### src/rtl/svga_vdg_pixel_decoder_pkg.sv
// Shared constants for the MC6847-style pixel decoder: fetch edge numbers,
// colour indices, attribute record and the 12-bit RGB colour table.
package svga_vdg_pixel_decoder_pkg;

  localparam int FONT_ROWS  = 12;
  localparam int DECODE_DLY = 7;

  // Phase (subchar_pixel value) whose closing edge performs each pipeline step.
  localparam logic [3:0] EDGE_FETCH = 4'd0;
  localparam logic [3:0] EDGE_CODE  = 4'd2;
  localparam logic [3:0] EDGE_FONT  = 4'd3;
  // Dot 0 reaches rgb two clocks after the load: one clock in the shifter, one in the output register.
  localparam logic [3:0] EDGE_LOAD  = 4'(DECODE_DLY - 2);

  // Semigraphics cells split into an upper and a lower half of font rows.
  localparam logic [3:0] SEMI_SPLIT_ROW = 4'(FONT_ROWS / 2);

  localparam logic [3:0] COL_GREEN     = 4'd0;
  localparam logic [3:0] COL_YELLOW    = 4'd1;
  localparam logic [3:0] COL_BLUE      = 4'd2;
  localparam logic [3:0] COL_RED       = 4'd3;
  localparam logic [3:0] COL_BUFF      = 4'd4;
  localparam logic [3:0] COL_CYAN      = 4'd5;
  localparam logic [3:0] COL_MAGENTA   = 4'd6;
  localparam logic [3:0] COL_ORANGE    = 4'd7;
  localparam logic [3:0] COL_BLACK     = 4'd8;
  localparam logic [3:0] COL_DK_GREEN  = 4'd9;
  localparam logic [3:0] COL_DK_ORANGE = 4'd10;

  typedef enum logic {
    MODE_TEXT = 1'b0,
    MODE_GFX  = 1'b1
  } vdg_mode_t;

  // Everything needed to colour the dots currently in the shifter.
  typedef struct packed {
    vdg_mode_t  mode;
    logic       css;
    logic [3:0] fg;
    logic [3:0] bg;
  } vdg_attr_t;

  function automatic logic [11:0] colour_rgb(input logic [3:0] idx);
    logic [11:0] val;
    case (idx)
      COL_GREEN:     val = 12'h0F0;
      COL_YELLOW:    val = 12'hFF0;
      COL_BLUE:      val = 12'h00F;
      COL_RED:       val = 12'hF00;
      COL_BUFF:      val = 12'hFFF;
      COL_CYAN:      val = 12'h0FF;
      COL_MAGENTA:   val = 12'hF0F;
      COL_ORANGE:    val = 12'hF80;
      COL_BLACK:     val = 12'h000;
      COL_DK_GREEN:  val = 12'h040;
      COL_DK_ORANGE: val = 12'h420;
      default:       val = 12'h000;
    endcase
    return val;
  endfunction

endpackage

### src/rtl/svga_vdg_palette.sv
// Combinational colour lookup: 4-bit colour index to {r,g,b} nibbles.
module svga_vdg_palette
  import svga_vdg_pixel_decoder_pkg::*;
(
  input  logic [3:0]  index,
  output logic [11:0] rgb
);

  assign rgb = colour_rgb(index);

endmodule

### src/rtl/svga_vdg_pixel_decoder.sv
// Character/graphics fetch pipeline and dot shifter producing doubled
// MC6847-style pixels as registered 12-bit RGB.
module svga_vdg_pixel_decoder
  import svga_vdg_pixel_decoder_pkg::*;
(
  input  logic        pixel_clock,
  input  logic        reset,
  input  logic        blank,
  input  logic        show_border,
  input  logic [3:0]  subchar_pixel,
  input  logic [4:0]  subchar_line,
  input  logic [6:0]  char_column,
  input  logic [6:0]  char_line,
  input  logic [8:0]  graph_pixel,
  input  logic [9:0]  graph_line_3x,
  input  logic        ag,
  input  logic        css,
  output logic [10:0] vram_addr,
  input  logic [7:0]  vram_data,
  output logic [9:0]  font_addr,
  input  logic [7:0]  font_data,
  output logic [11:0] rgb
);

  logic        ag_q;
  logic        css_q;
  logic [7:0]  code;
  logic [7:0]  shift_q;
  vdg_attr_t   attr_q;
  logic [10:0] fetch_addr;
  logic [7:0]  load_dots;
  vdg_attr_t   load_attr;
  logic [1:0]  quad;
  logic        shift_en;
  logic [3:0]  dot_index;
  logic [3:0]  border_index;
  logic [3:0]  pal_index;
  logic [11:0] pal_rgb;
  logic        unused_inputs;

  assign unused_inputs = ^{char_column[6:5], char_line[6:4], graph_pixel[3:0],
                           graph_line_3x[9], graph_line_3x[2:0], subchar_line[0]};

  assign fetch_addr = ag ? {graph_line_3x[8:3], graph_pixel[8:4]}
                         : {2'b00, char_line[3:0], char_column[4:0]};

  // Fetch pipeline; mode copies are taken at the cell's fetch edge so a
  // mode change never splits a cell.
  always_ff @(posedge pixel_clock) begin
    if (reset) begin
      vram_addr <= '0;
      font_addr <= '0;
      code      <= '0;
      ag_q      <= 1'b0;
      css_q     <= 1'b0;
    end else begin
      if (subchar_pixel == EDGE_FETCH) begin
        vram_addr <= fetch_addr;
        ag_q      <= ag;
        css_q     <= css;
      end
      if (subchar_pixel == EDGE_CODE) begin
        code <= vram_data;
      end
      if (subchar_pixel == EDGE_FONT) begin
        font_addr <= {code[5:0], subchar_line[4:1]};
      end
    end
  end

  // The font row latched into font_addr also selects the semigraphics half.
  assign quad = (font_addr[3:0] < SEMI_SPLIT_ROW) ? code[3:2] : code[1:0];

  always_comb begin
    load_dots      = '0;
    load_attr.mode = MODE_TEXT;
    load_attr.css  = css_q;
    load_attr.fg   = COL_BLACK;
    load_attr.bg   = COL_BLACK;
    if (ag_q) begin
      load_dots      = code;
      load_attr.mode = MODE_GFX;
    end else if (code[7]) begin
      load_dots    = {{4{quad[1]}}, {4{quad[0]}}};
      load_attr.fg = {1'b0, code[6:4]};
    end else begin
      load_dots    = font_data ^ {8{code[6]}};
      load_attr.fg = css_q ? COL_ORANGE : COL_GREEN;
      load_attr.bg = css_q ? COL_DK_ORANGE : COL_DK_GREEN;
    end
  end

  // Text dots last 2 clocks (odd phases), graphics pixels 4 clocks (phases 1,5,9,13).
  assign shift_en = (attr_q.mode == MODE_GFX) ? (subchar_pixel[1:0] == 2'b01)
                                              : subchar_pixel[0];

  always_ff @(posedge pixel_clock) begin
    if (reset) begin
      shift_q <= '0;
      attr_q  <= '0;
    end else if (subchar_pixel == EDGE_LOAD) begin
      shift_q <= load_dots;
      attr_q  <= load_attr;
    end else if (shift_en) begin
      if (attr_q.mode == MODE_GFX) begin
        shift_q <= {shift_q[5:0], 2'b00};
      end else begin
        shift_q <= {shift_q[6:0], 1'b0};
      end
    end
  end

  assign dot_index    = (attr_q.mode == MODE_GFX) ? {1'b0, attr_q.css, shift_q[7:6]}
                                                  : (shift_q[7] ? attr_q.fg : attr_q.bg);
  assign border_index = ag_q ? (css_q ? COL_BUFF : COL_GREEN) : COL_BLACK;
  assign pal_index    = show_border ? border_index : dot_index;

  svga_vdg_palette u_palette (
    .index (pal_index),
    .rgb   (pal_rgb)
  );

  always_ff @(posedge pixel_clock) begin
    if (reset) begin
      rgb <= '0;
    end else begin
      rgb <= blank ? 12'h000 : pal_rgb;
    end
  end

endmodule
### config.mk
export PLATFORM = sky130hd
export DESIGN_NAME = svga_vdg_pixel_decoder
export DESIGN_NICKNAME = d
export VERILOG_FILES = /design/src/rtl/svga_vdg_pixel_decoder_pkg.sv /design/src/rtl/svga_vdg_palette.sv /design/src/rtl/svga_vdg_pixel_decoder.sv
export SDC_FILE = /design/constraint.sdc
export NUM_CORES = 1
export LEC_CHECK = 0
export BUFFER_PORTS_ARGS = -buffer_cell sky130_fd_sc_hd__buf_4
export CELL_PAD_IN_SITES_DETAIL_PLACEMENT = 1
export CELL_PAD_IN_SITES_GLOBAL_PLACEMENT = 1
export CORE_ASPECT_RATIO = 1.75
export CORE_UTILIZATION = 36
export CTS_CLUSTER_SIZE = 25
export DETAILED_ROUTE_END_ITERATION = 16
export PLACE_DENSITY_LB_ADDON = 0.08
export SYNTH_ARGS = -nofsm -noshare
export SYNTH_HDL_FRONTEND = slang
export SYNTH_HIERARCHICAL = 1
export SYNTH_SLANG_ARGS = --single-unit
export TNS_END_PERCENT = 20
### constraint.sdc
create_clock -name pixel_clock -period 2.9 [get_ports pixel_clock]
set_clock_uncertainty 0.2 [all_clocks]
set_input_delay 0.29 -clock pixel_clock [delete_from_list [all_inputs] [get_ports pixel_clock]]
set_output_delay 0.29 -clock pixel_clock [all_outputs]
set_load 0.02 [all_outputs]
==> results.json <==
{
  "synthAdderAreaFrac": 0,
  "overflow": 0,
  "ys_seq_elements": 59,
  "powerDensity_nw_per_um2": 570,
  "via_per_inst": 5.19,
  "vdd_drop_max_mv": 0.307,
  "min_path_type": "primary input to flop",
  "io_buffers": 82,
  "dr.pass1.iters": 4,
  "fmax_ghz": 0.433,
  "finalPower_mw": 2.08,
  "wl_um": 7150,
  "synthArstFlopShare": 0,
  "ant_nets": 0,
  "rsz0062_at_grt": "no",
  "maxCapViolations": 0,
  "wl_per_cell_um": 14.9,
  "synthXorXnorAreaFrac": 0.0225,
  "cts_sinks": 59,
  "die_x_um": 67.8,
  "cts_tree": "done",
  "nFillCells": 861,
  "setup_viol_count_final": 0,
  "die_h_um": 117,
  "row_count": 41,
  "synthesis.nets": 380,
  "p_leak_nw": 1.47,
  "utilization": 0.501,
  "final_area_sq_um": 3650,
  "grt_max_degree": 50,
  "fin_crit_sh": 0.796,
  "final_nets": 453,
  "initial_utilization": 0.374,
  "grt_use_total": 0.202,
  "die-area_sq_um": 7940,
  "hold-worst-slack_ns": 0.00872,
  "slew_headroom": 0.486,
  "cp.required_ns": 2.97,
  "dp_cells": 458,
  "setup_ws_ns": 0.592,
  "cp-start-kind": "flop",
  "grt_pass1_wl_um": 11700,
  "synth_compound_area_frac": 0.183,
  "outcome": "completed",
  "syn_inst": 316,
  "drive_above_1_share": 0.289,
  "synth_simple_gate_area_frac": 0.212,
  "cts_inserted_buffers": 9,
  "fin_cells": 480,
  "finalCriticalPeriod_ns": 2.31,
  "synth_top_family_by_area": "simple AND/OR/NAND/NOR gates",
  "synthMuxAreaShare": 0.0826,
  "drtIter0Drc": 68,
  "dp_hpwl_um": 5110,
  "clk_latency_ns": 0.33,
  "tightest_slew_ns": 0.768,
  "hold_violations": 0,
  "postPlaceCellArea_sq_um": 3300,
  "drcViolationCount": 0,
  "vias": 2490,
  "seq_area_sq_um": 1180,
  "setup_tns_ns": 0,
  "grt_pass1_vias": 2466,
  "path_max_fanout": 15,
  "coreArea_sq_um": 7280,
  "cts_resized": 0,
  "cp-end-kind": "flop",
  "pre_cts_slack_ns": 0.601,
  "cp.arrival_ns": 2.38,
  "multiInputGateArea_sq_um": 1370,
  "clk_pin_slew_ns": 0.05,
  "yosysWarnings": 6,
  "synth_edf_count": 0,
  "root_buffer": "clkbuf_16",
  "netlist_area_sq_um": 2730,
  "synth_cell_types": 44,
  "synth_ff_type": "dfxtp_1",
  "synthToLayoutAreaGrowth_pct": 33.9,
  "ys_seq_area_frac": 0.433,
  "max-clock-path-buffers": 2,
  "place.gp.congestion": 0.784,
  "boundaryPins": 97,
  "path_class": "flop to flop",
  "slew_viol_final": 0,
  "antenna_cells": 0,
  "ctsHtreeMaxLevel": 3,
  "antenna_found_initial": 0,
  "syn_area_per_cell_sq_um": 8.63
}
[cell families (layout without fill, tap and decap cells)]
logic type,after synthesis,after routing
buffers and inverters,31,109
AND/OR/NAND/NOR,118,118
flip-flops,59,59
XOR/XNOR,7,7
multiplexers,22,22
AO/OA/AOI/OAI,79,79
[power by group]
group / internal [mW] / total, mW / switching, mW
Combinational: 0.0967 / 0.189 / 0.0925
Sequential: 0.830 / 0.845 / 0.0150
Clock: 0.682 / 1.05 / 0.365
[routing by layer]
| layer | track usage | routed length, um | vias up |
|---|---|---|---|
| met3 | 0.0484 | 342 | 11 |
| met4 | 0.108 | 179 | 0 |
| met2 | 0.362 | 3880 | 64 |
| li1 | - | - | 1237 |
| met5 | 0 | 0 | - |
| met1 | 0.208 | 2740 | 1178 |
[flip-flops by register name, indices dropped and copies added (netlist names)]
signal     count
code           8
ag_q           1
css_q          1
shift_q        8
attr_q         8
font_addr     10
rgb           12
vram_addr     11
[timing repair]
| action | in CTS | in global routing |
|---|---|---|
| buffers inserted | 0 | 0 |
| hold buffers | 6 | 0 |
| endpoints found under the hold margin | 6 | 0 |
[Yosys cell counts (2+ instances only)]
cell       count  share of area
a211oi_1       6          0.017
a211oi_2       5          0.023
a21oi_1       40          0.073
a22oi_1        2         0.0055
and2_1        12          0.028
and3_1         2         0.0046
buf_2          9          0.017
buf_4          8          0.022
buf_6          3          0.012
clkbuf_1       8          0.011
dfxtp_1       59           0.43
inv_1          3         0.0041
mux2_2         4          0.017
mux2i_1       18          0.066
nand2_1       48          0.066
nand2b_1       4         0.0092
nand3_1        4         0.0073
nand3b_1       2         0.0055
nand4bb_1      2         0.0083
nor2_1        30          0.041
nor3_1         5         0.0092
o21ai_0        8          0.015
o221ai_1       2         0.0064
o22ai_1        7          0.016
xnor2_1        3         0.0096
xor2_1         4          0.013
[worst max-delay path: stages (launching register included)]
cell     delay, ns
dfxtp_1       0.67
o21ai_0       0.18
a21oi_1       0.47
or2b_1        0.27
a21oi_1       0.28
and2_1        0.18
[cell usage in the layout (no fill, tap or decap), types with 2 or more instances in the layout]
master	Yosys	routed
buf_4	8	84
dfxtp_1	59	59
nand2_1	48	48
a21oi_1	40	40
nor2_1	30	30
mux2i_1	18	18
and2_1	12	12
clkbuf_16	0	9
o21ai_0	8	8
o22ai_1	7	7
a211oi_1	6	6
dlygate4sd3_1	0	6
nor3_1	5	5
a211oi_2	5	5
nand3_1	4	4
xor2_1	4	4
nand2b_1	4	4
mux2_2	4	4
inv_1	3	3
xnor2_1	3	3
clkinv_2	0	3
and3_1	2	2
nand4bb_1	2	2
nand3b_1	2	2
o221ai_1	2	2
a22oi_1	2	2
[final timing paths]
kind / from / cells after the start / endpoint / slack, ns
max reg2reg: attr_q[9] / 5 / rgb[0] / 0.59
min: vram_data[5] / 3 / code[5] / 0.009
max: attr_q[9] / 5 / rgb[0] / 0.59
min reg2reg: font_addr[0] / 2 / font_addr[0] / 0.25
[final cells by class]
class,count,share of cell area
multi-input cells,226,0.374
clock buffers,11,0.0665
inverters,3,0.00308
flip-flops and latches,59,0.323
clock inverters,5,0.0144
repair buffers,90,0.189
well taps,86,0.0295
Note: power is estimated with default switching activity, not from simulation.
